File: src/rtl/fetch_pkg.sv
// ============================================================================
// Module      : fetch_pkg
// Description : Shared constants and the prefetch FIFO entry type for the
//               instruction fetch stage.
// Revision    : 1.0 - initial release
// ============================================================================
`default_nettype none

package fetch_pkg;

  // Default reset PC; memory addresses are expressed relative to it
  localparam logic [31:0] FETCH_PC_BASE = 32'h8002_0000;

  // Width of a MIPS instruction word and of the stored PC field
  localparam int FETCH_INSTR_W = 32;
  localparam int FETCH_ADDR_W  = 32;

  // Byte distance between consecutive instruction words
  localparam int FETCH_PC_INC = 4;

  // One prefetch FIFO slot: the instruction and the PC it was fetched from
  typedef struct packed {
    logic [FETCH_ADDR_W-1:0]  pc;
    logic [FETCH_INSTR_W-1:0] instr;
  } fetch_entry_t;

endpackage

`default_nettype wire

File: src/rtl/fetch_fifo.sv
// ============================================================================
// Module      : fetch_fifo
// Description : DEPTH-entry synchronous FIFO of fetch_entry_t with push, pop,
//               flush, occupancy count, empty and full. The head entry is
//               presented combinationally; an empty FIFO after reset shows
//               {RST_PC, 0} at its head.
// Revision    : 1.0 - initial release
// ============================================================================
`default_nettype none

module fetch_fifo
  import fetch_pkg::*;
#(
  parameter int                      DEPTH  = 4,
  parameter logic [FETCH_ADDR_W-1:0] RST_PC = FETCH_PC_BASE
) (
  input  logic                     clk_i,
  input  logic                     rst_ni,
  input  logic                     push_i,
  input  fetch_entry_t             push_entry_i,
  input  logic                     pop_i,
  input  logic                     flush_i,
  output fetch_entry_t             head_o,
  output logic [$clog2(DEPTH):0]   count_o,
  output logic                     empty_o,
  output logic                     full_o
);

  localparam int PTR_W = $clog2(DEPTH);

  fetch_entry_t     mem_q [DEPTH];
  logic [PTR_W-1:0] wr_ptr_q;
  logic [PTR_W-1:0] rd_ptr_q;
  logic [PTR_W:0]   count_q;

  logic w_push;
  logic w_pop;

  // Protect the storage against misuse; the owner's credit scheme never
  // pushes into a full FIFO nor pops an empty one.
  assign w_push  = push_i & ~full_o;
  assign w_pop   = pop_i & ~empty_o;

  assign empty_o = (count_q == '0);
  assign full_o  = (count_q == (PTR_W+1)'(DEPTH));
  assign count_o = count_q;
  assign head_o  = mem_q[rd_ptr_q];

  // Storage, pointers and occupancy; flush empties without touching data
  always_ff @(posedge clk_i or negedge rst_ni) begin
    if (!rst_ni) begin
      for (int i = 0; i < DEPTH; i++) begin
        mem_q[i] <= '{pc: RST_PC, instr: '0};
      end
      wr_ptr_q <= '0;
      rd_ptr_q <= '0;
      count_q  <= '0;
    end else if (flush_i) begin
      wr_ptr_q <= '0;
      rd_ptr_q <= '0;
      count_q  <= '0;
    end else begin
      if (w_push) begin
        mem_q[wr_ptr_q] <= push_entry_i;
        wr_ptr_q        <= wr_ptr_q + PTR_W'(1);
      end
      if (w_pop) begin
        rd_ptr_q <= rd_ptr_q + PTR_W'(1);
      end
      count_q <= count_q + (PTR_W+1)'(w_push) - (PTR_W+1)'(w_pop);
    end
  end

endmodule

`default_nettype wire

File: src/rtl/fetch_unit.sv
// ============================================================================
// Module      : fetch_unit
// Description : Instruction fetch stage. Keeps the PC, issues word-aligned
//               memory reads under a credit limit (outstanding + buffered
//               <= DEPTH), buffers in-order responses in a prefetch FIFO and
//               hands {instr, pc} to decode. A redirect flushes the FIFO and
//               arranges for every still-outstanding response to be dropped.
//               ADDR_W and DATA_W must not exceed 32.
// Config      : FETCH_PERF_EN - when defined, instantiates the delivered
//               instruction and decode-stall counters; otherwise both
//               performance outputs read 0.
// Revision    : 1.0 - initial release
// ============================================================================
`default_nettype none

module fetch_unit
  import fetch_pkg::*;
#(
  parameter int                ADDR_W  = 32,
  parameter int                DATA_W  = FETCH_INSTR_W,
  parameter logic [ADDR_W-1:0] PC_BASE = ADDR_W'(FETCH_PC_BASE),
  parameter int                DEPTH   = 4
) (
  input  logic              clk_i,
  input  logic              rst_ni,
  input  logic              enable_i,
  input  logic              redirect_valid_i,
  input  logic [ADDR_W-1:0] redirect_pc_i,
  output logic              mem_req_valid_o,
  input  logic              mem_req_ready_i,
  output logic [ADDR_W-1:0] mem_req_addr_o,
  input  logic              mem_resp_valid_i,
  input  logic [DATA_W-1:0] mem_resp_data_i,
  output logic              instr_valid_o,
  input  logic              instr_ready_i,
  output logic [DATA_W-1:0] instr_data_o,
  output logic [ADDR_W-1:0] instr_pc_o,
  output logic [31:0]       perf_fetch_cnt_o,
  output logic [31:0]       perf_stall_cnt_o
);

  localparam int                CNT_W  = $clog2(DEPTH) + 1;
  localparam logic [ADDR_W-1:0] PC_INC = ADDR_W'(FETCH_PC_INC);

  // Requests are held off for the first cycle out of reset
  logic              started_q;
  logic [ADDR_W-1:0] fetch_pc_q, fetch_pc_d;
  logic [ADDR_W-1:0] resp_pc_q,  resp_pc_d;
  logic [CNT_W-1:0]  outst_q,    outst_d;
  logic [CNT_W-1:0]  drop_q,     drop_d;

  logic              w_push;
  logic              w_pop;
  logic              w_flush;
  logic              w_req_fire;
  logic              w_resp_ok;
  logic              w_credit;
  logic [CNT_W:0]    w_inflight;
  logic [ADDR_W-1:0] w_redirect_pc;
  logic [CNT_W-1:0]  w_fifo_count;
  logic              w_fifo_empty;
  logic              w_fifo_full;
  fetch_entry_t      w_push_entry;
  fetch_entry_t      w_head_entry;

  // Every request in flight owns a FIFO slot, so the FIFO cannot overflow
  assign w_inflight      = (CNT_W+1)'(outst_q) + (CNT_W+1)'(w_fifo_count);
  assign w_credit        = ~w_fifo_full & (w_inflight < (CNT_W+1)'(DEPTH));
  assign mem_req_valid_o = started_q & enable_i & ~redirect_valid_i & w_credit;
  assign mem_req_addr_o  = fetch_pc_q - PC_BASE;
  assign w_req_fire      = mem_req_valid_o & mem_req_ready_i;

  // A response with nothing outstanding is a protocol error and is ignored
  assign w_resp_ok     = mem_resp_valid_i & (outst_q != '0);
  assign w_redirect_pc = redirect_pc_i & ~ADDR_W'(3);

  // Decoder side; a pop coinciding with a redirect is cancelled by the flush
  assign instr_valid_o = ~w_fifo_empty;
  assign instr_data_o  = DATA_W'(w_head_entry.instr);
  assign instr_pc_o    = ADDR_W'(w_head_entry.pc);
  assign w_pop         = instr_valid_o & instr_ready_i & ~redirect_valid_i;
  assign w_push_entry  = '{pc: FETCH_ADDR_W'(resp_pc_q), instr: FETCH_INSTR_W'(mem_resp_data_i)};

  // PC, credit and drop bookkeeping; redirect overrides all other activity
  always_comb begin
    fetch_pc_d = fetch_pc_q;
    resp_pc_d  = resp_pc_q;
    outst_d    = outst_q;
    drop_d     = drop_q;
    w_push     = 1'b0;
    w_flush    = 1'b0;
    if (redirect_valid_i) begin
      fetch_pc_d = w_redirect_pc;
      resp_pc_d  = w_redirect_pc;
      outst_d    = outst_q - CNT_W'(w_resp_ok);
      drop_d     = outst_q - CNT_W'(w_resp_ok);
      w_flush    = 1'b1;
    end else begin
      if (w_req_fire) begin
        fetch_pc_d = fetch_pc_q + PC_INC;
      end
      outst_d = outst_q + CNT_W'(w_req_fire) - CNT_W'(w_resp_ok);
      if (w_resp_ok) begin
        if (drop_q != '0) begin
          drop_d = drop_q - CNT_W'(1);
        end else begin
          w_push    = 1'b1;
          resp_pc_d = resp_pc_q + PC_INC;
        end
      end
    end
  end

  // Fetch state registers
  always_ff @(posedge clk_i or negedge rst_ni) begin
    if (!rst_ni) begin
      started_q  <= 1'b0;
      fetch_pc_q <= PC_BASE;
      resp_pc_q  <= PC_BASE;
      outst_q    <= '0;
      drop_q     <= '0;
    end else begin
      started_q  <= 1'b1;
      fetch_pc_q <= fetch_pc_d;
      resp_pc_q  <= resp_pc_d;
      outst_q    <= outst_d;
      drop_q     <= drop_d;
    end
  end

  fetch_fifo #(
    .DEPTH  (DEPTH),
    .RST_PC (FETCH_ADDR_W'(PC_BASE))
  ) u_fifo (
    .clk_i        (clk_i),
    .rst_ni       (rst_ni),
    .push_i       (w_push),
    .push_entry_i (w_push_entry),
    .pop_i        (w_pop),
    .flush_i      (w_flush),
    .head_o       (w_head_entry),
    .count_o      (w_fifo_count),
    .empty_o      (w_fifo_empty),
    .full_o       (w_fifo_full)
  );

`ifdef FETCH_PERF_EN
  logic [31:0] perf_fetch_q;
  logic [31:0] perf_stall_q;

  // Delivered-instruction and decode back-pressure counters, free-wrapping
  always_ff @(posedge clk_i or negedge rst_ni) begin
    if (!rst_ni) begin
      perf_fetch_q <= '0;
      perf_stall_q <= '0;
    end else begin
      if (w_pop) begin
        perf_fetch_q <= perf_fetch_q + 32'd1;
      end
      if (instr_valid_o & ~instr_ready_i) begin
        perf_stall_q <= perf_stall_q + 32'd1;
      end
    end
  end

  assign perf_fetch_cnt_o = perf_fetch_q;
  assign perf_stall_cnt_o = perf_stall_q;
`else
  assign perf_fetch_cnt_o = '0;
  assign perf_stall_cnt_o = '0;
`endif

endmodule

`default_nettype wire
File: config.mk
export PLATFORM = sky130hd
export DESIGN_NAME = fetch_unit
export DESIGN_NICKNAME = d
export VERILOG_FILES = /design/src/rtl/fetch_pkg.sv /design/src/rtl/fetch_fifo.sv /design/src/rtl/fetch_unit.sv
export SDC_FILE = /design/constraint.sdc
export NUM_CORES = 1
export LEC_CHECK = 0
export BUFFER_PORTS_ARGS = -buffer_cell sky130_fd_sc_hd__buf_2
export CORE_ASPECT_RATIO = 0.7
export CORE_MARGIN = 5
export CORE_UTILIZATION = 45
export DETAILED_ROUTE_END_ITERATION = 8
export PLACE_DENSITY = 0.65
export SETUP_SLACK_MARGIN = 0.1
export SYNTH_ARGS = -nofsm -noshare
export SYNTH_HDL_FRONTEND = slang
export SYNTH_SLANG_ARGS = --single-unit
File: constraint.sdc
create_clock -name clk_i -period 4.3 [get_ports clk_i]
set_input_delay 0.645 -clock clk_i [delete_from_list [all_inputs] [get_ports clk_i]]
set_output_delay 0.645 -clock clk_i [all_outputs]
set_load 0.02 [all_outputs]
======== After elaboration in Yosys (flattened, before gate mapping) ========
Cells that the tools add are included.
storage, ports and cells
  output and inout port bits .............. 162
  register bits after elaboration ......... 334
  bits in read-only memories .............. 0
  word-level logic and storage cells ...... 86
  latch bits .............................. 0
  RAM bits ................................ 0
  input bits .............................. 71
  memories ................................ 0
operators by class
  bitwise operators ....................... 16
  equality and inequality tests ........... 2
  muxes and demuxes ....................... 24
  div/mod/pow operators ................... 0
  add/subtract/negate cells ............... 12
  reductions and logical operators ........ 12
  multiply operators ...................... 0
  magnitude comparators ................... 4
  shift-type cells ........................ 0
operators with widths
  kind                    count
  $bwmux 256              1
  $mux 64                 3
  $mux 32                 5
  $bmux 64 s2             1
  $demux 64 s2            1
  $add 32x3->32 const B   2
  $sub 32x32->32 const B  1
  $mux 3                  5
  $and 1x1->1             10
  $reduce_bool 2->1       5
  $sub 3x1->3             3
  $mux 2                  4
  $add 3x1->3             2
  $ge 3x3->1 const B      2
  $not 2->3               2
  $reduce_and 2->1        3
  $reduce_bool 3->1       2
  $add 2x1->2 const B     2
  $add 3x3->4             1
  $lt 4x3->1 const B      1
  $mux 1                  4
  $not 1->1               4
  $eq 3x3->1 const B      1
  $logic_not 3->1         1
  other kinds (4)         4

======== Longest topological paths before layout ========
  word-level depth ........................ 8
  depth in mapped cells ................... 14
  mapped depth without buffers ............ 11

======== Modules after synthesis ========
A second synthesis with hierarchy kept.
unflattened totals
  cells, all modules ...................... 1,225
  area, all modules ....................... 17,586.9 um^2
by module, submodules not included
  module      times used  cells an instance  seq. area each (um^2)  area an instance (um^2)
  fetch_fifo  1           667                6,591.3                12,751.0
  fetch_unit  1           558                1,681.6                4,835.9

======== Worst setup path after synthesis ========
Ideal clock, no wire load.
  kind .................................... flip-flop to flip-flop
  start ................................... register outst_q[2]
  end ..................................... register outst_q[2]
  setup time .............................. 0.079 ns
  stages on the path, launching flop included .. 15
  data arrival time ....................... 2.955 ns
  path slack .............................. 1.265 ns
  clock period less this slack ............ 3.035 ns
  cells stage by stage .................... dfrtp_1 > ha_1 > nor3b_1 > and4b_1 > buf_2 > inv_2 > buf_2 > buf_4 > ha_1 > inv_1 > ha_1 > fa_1 > xor2_1 > o21ai_0 > xor2_1
between the ends
  longest elaborated chain between the ends .. 8
  elaborated cells between the ends (all ways) .. 11
RTL lines
  element                 RTL line           text
  from (decl)             fetch_unit.sv:49   logic [CNT_W-1:0] outst_q, outst_d;
  from (signal assigned)  fetch_unit.sv:126  outst_q <= outst_d;
  $add 3x3->4             fetch_unit.sv:67   assign w_inflight = (CNT_W+1)'(outst_q) + (CNT_W+1)'(w_fifo_count);
  $lt 4x3->1              fetch_unit.sv:68   assign w_credit = ~w_fifo_full & (w_inflight < (CNT_W+1)'(DEPTH));
  $and 1x1->1             fetch_unit.sv:68
  $and 1x1->1             fetch_unit.sv:69   assign mem_req_valid_o = started_q & enable_i & ~redirect_valid_i & w_credit;
  $and 1x1->1             fetch_unit.sv:71   assign w_req_fire = mem_req_valid_o & mem_req_ready_i;
  $add 3x1->3             fetch_unit.sv:102  outst_d = outst_q + CNT_W'(w_req_fire) - CNT_W'(w_resp_ok);
  $sub 3x1->3             fetch_unit.sv:102
  $mux 3 *                fetch_unit.sv:92   if (redirect_valid_i) begin
  net outst_d[2]          fetch_unit.sv:49
The timed path passes the listed nets; every way through them passes the cells marked *.
A chain may end at the register's enable or synchronous reset.

======== Final worst setup path ========
  start ................................... register fetch_pc_q[23]
  end ..................................... output port mem_req_addr_o[31]
between the ends
  longest elaborated chain between the ends .. 1
RTL lines
  element                 RTL line           text
  from (decl)             fetch_unit.sv:47   logic [ADDR_W-1:0] fetch_pc_q, fetch_pc_d;
  from (signal assigned)  fetch_unit.sv:124  fetch_pc_q <= fetch_pc_d;
  $sub 32x32->32          fetch_unit.sv:70   assign mem_req_addr_o = fetch_pc_q - PC_BASE;
  to (decl)               fetch_unit.sv:31   output logic [ADDR_W-1:0] mem_req_addr_o,
No other way between the ends.

==> results.toml <==
[floorplanning]
die_w_um = 236.9
ios = 233
die_y_um = 168.8
rows = 58
start_util_pct = 45.33
core_um2 = 35780
fp.dieArea_um2 = 40000

[timing]
min_period_over_period_pct = 78.17
setup_ws_ns = 0.9386
rsz0062_at_grt = "false"
maxSlewViolCount = 0
worstMarginPinSlew_ns = 0.8245
fin_skew_ns = 0.02237
finalSetupViolCount = 0
period_needed_ns = 3.361
fin_tns_setup_ns = 0
finalHoldViolCount = 0
timing.fmax_mhz = 297.5
holdWs_ns = 0.05727
slew_headroom_pct = 44.97

[synthesis]
synth_top_family_by_area = "multiplexers"
synth_top_area_share_pct = 47.83
netlist_area_um2 = 16220
synth-simple-area-share_pct = 7.622
synth_seq_cells = 322
synth-edff-count = 0
seq_area_frac_synth_pct = 49.77
async_reset_ff_share_pct = 100.0
synth_area_leaders = "dfrtp_1 48%, mux2_2 17%, mux4_2 8.6%"
ys.flop_type = "dfrtp_1"
syn_avg_cell_area_um2 = 13.36
yosys_warnings = 0
synth_cell_types = 68
synthCells = 1214
synth_top_area_cell = "dfrtp_1"
synthAdderAreaFrac_pct = 1.635
synth-xor-area-share_pct = 2.754
synth_mux_area_share_pct = 26.71
synth-compound-area-share_pct = 3.633

[grt]
grt_max_degree = 110
overflow = 0
grt_pass1_wl_um = 58330
grt_pass1_vias = 10059
grt_usage_pct = 18.01
antenna_found_initial = 0

[setup_path]
cp.arrival_ns = 2.72
critPathKind = "reg -> out"
required_ns = 3.65
crit_path_max_fanout = 9
cp-end-kind = "output pin"
cp-start-kind = "flop"

[placed_design]
globalplace.congestion = 0.8576
hpwl_um = 24170
place_ws_ns = 1.236
io_buffers = 162

[power_and_ir_drop]
vdd_ir_drop_max_mv = 0.3201
p_int_mw = 6.493
powerDensity_nw_per_um2 = 530.6
p_seq_share_pct = 41.4
leakagePower_nw = 8.415
p_sw_mw = 3.068
pwr-share-clk_pct = 30.4
swShare_pct = 32.09
comb_power_share_pct = 28.2

[clock_tree]
htree_levels = 2
cts_hold_buf = 0
clk_pin_slew_ns = 0.07
worstSkewPairLatency_ns = 0.52
post_cts_resize_count = 0
tritoncts = "built"
cts_buffers = 34
cts_buffer_depth = 3
cts.sinks = 322
cts-root-buf = "clkbuf_16"
postCtsSetupRepairBufs = 0

[min_path]
hold_path.class = "in -> async"

[flow_run]
maxCapViolCount = 0

[route]
drt-initial-drc-count = 591
vias_per_cell = 5.398
postRouteAntennaNets = 0
vias = 9944
wl_per_cell_um = 19.75
dr.pass1.iters = 5
wl_um = 36370
remaining_drc_errors = 0

[layout]
diodes = 0
drive_gt1_share_pct = 42.07
syn2layout_area_growth_pct = 11.11
nNetsFinal = 1429

[outcome]
outcome = "complete, no violations"
==> cell usage in the layout, fill, tap and decap left out, types with 7 or more instances in the layout <==
cell type,synthesis,final
o21ai_0,32,32
mux2_1,18,18
dfrtp_1,310,308
a31oi_1,7,7
buf_4,91,10
mux4_2,62,62
o211ai_1,11,11
conb_1,2,69
nand4_1,15,15
clkinv_2,0,8
inv_1,21,21
nand2_1,59,59
o21ai_1,11,11
clkbuf_16,0,35
nor2_1,30,30
nand3_1,38,38
and3_1,12,12
nor3_1,14,14
buf_2,11,161
dfstp_2,12,12
and2_1,11,7
xnor2_1,25,25
mux2_2,241,241
clkbuf_8,1,9
xor2_1,26,26
ha_1,18,18
==> flip-flops by register name (all words and copies together), names as in the netlist <==
| register | cells |
|---|---|
| fetch_pc_q | 30 |
| u_fifo.wr_ptr_q | 2 |
| u_fifo.count_o | 3 |
| u_fifo.rd_ptr_q | 2 |
| u_fifo.mem_q | 248 |
| resp_pc_q | 30 |
| outst_q | 3 |
| drop_q | 3 |
| started_q | 1 |
==> per-stage QoR <==
stage,instance area [um2],cells,power (mW),util [%]
after floorplan,16470,1281,5.919,-
after global placement,16920,1782,6.683,47.28
after CTS,18020,1842,9.706,50.37
after detailed placement,16920,1782,6.747,47.28
after global routing,18020,1842,10.10,50.37
final,18020,1842,9.561,50.37
==> per-layer routing <==
| layer | routed length (um) | track usage (%) |
|---|---|---|
| met1 | 17290 | 27.13 |
| met2 | 16860 | 27.78 |
| met3 | 1735 | 3.339 |
| met4 | 490 | 3.336 |
| met5 | 0 | 0 |
==> worst paths after layout <==
check,from,slack (ns),endpoint,cells after the start
hold / removal,rst_ni,0.06,fetch_pc_q[26],1
hold reg to reg,u_fifo.mem_q[101],0.49,u_fifo.mem_q[101],1
setup reg to reg,drop_q[0],1.49,u_fifo.mem_q[88],8
min in group clk_i,redirect_pc_i[31],0.38,resp_pc_q[31],3
setup / recovery,fetch_pc_q[23],0.94,mem_req_addr_o[31],5
max in group asynchronous,rst_ni,3.19,u_fifo.mem_q[155],2
==> cells by family after synthesis <==
kind of cell,count (synthesis)
mux,323
xor+xnor,51
fa+ha+maj,20
simple gates,226
compound gates,91
flops,322
other cells,2
buf+inv,179
==> cell type report <==
type | instances | area (um2)
Sequential cell | 322 | 8078
Multi-Input combinational cell | 780 | 7139
Clock inverter | 11 | 86.33
Inverter | 22 | 82.58
Tap cell | 480 | 600.6
Timing Repair Buffer | 178 | 1016
Fill cell | 3127 | 17760
Clock buffer | 49 | 1018
==> critical path, stage by stage (launching register included) <==
cell and delay (ns):
dfrtp_1 0.49, or4_4 0.58, or4_4 0.47, nor4_4 0.23
xnor2_1 0.20, buf_2 0.23
==> cells in the mapped netlist (all sizes together), types with 2 or more instances <==
library cell and instances:
mux2 259, nand2b 4, nor4 11, mux2i 2
dfrtp 310, a41oi 5, xor2 26, buf 129
or4 7, ha 18, clkbuf 25, nand2 59
nand4 15, nand3b 3, a31oi 7, or3 2
and2 11, o21ai 43, conb 2, o211ai 11
and4 4, dfstp 12, fa 2, a211oi 2
a21oi 6, nand3 39, nor3 17, inv 22
o311ai 7, xnor2 25, mux4 62, o31ai 2
and3 16, nor2 31, o31a 3
==> power by group through the flow <==
stage                     clock network (mW)  registers (mW)  logic, mW
after CTS                               3.00            3.96       2.75
final                                   2.91            3.96       2.69
after global placement                     0            3.99       2.70
after floorplan                            0            3.79       2.13
after global routing                    3.13            4.03       2.94
after detailed placement                   0            4.00       2.74
Note: power is estimated with default switching activity, not from simulation.
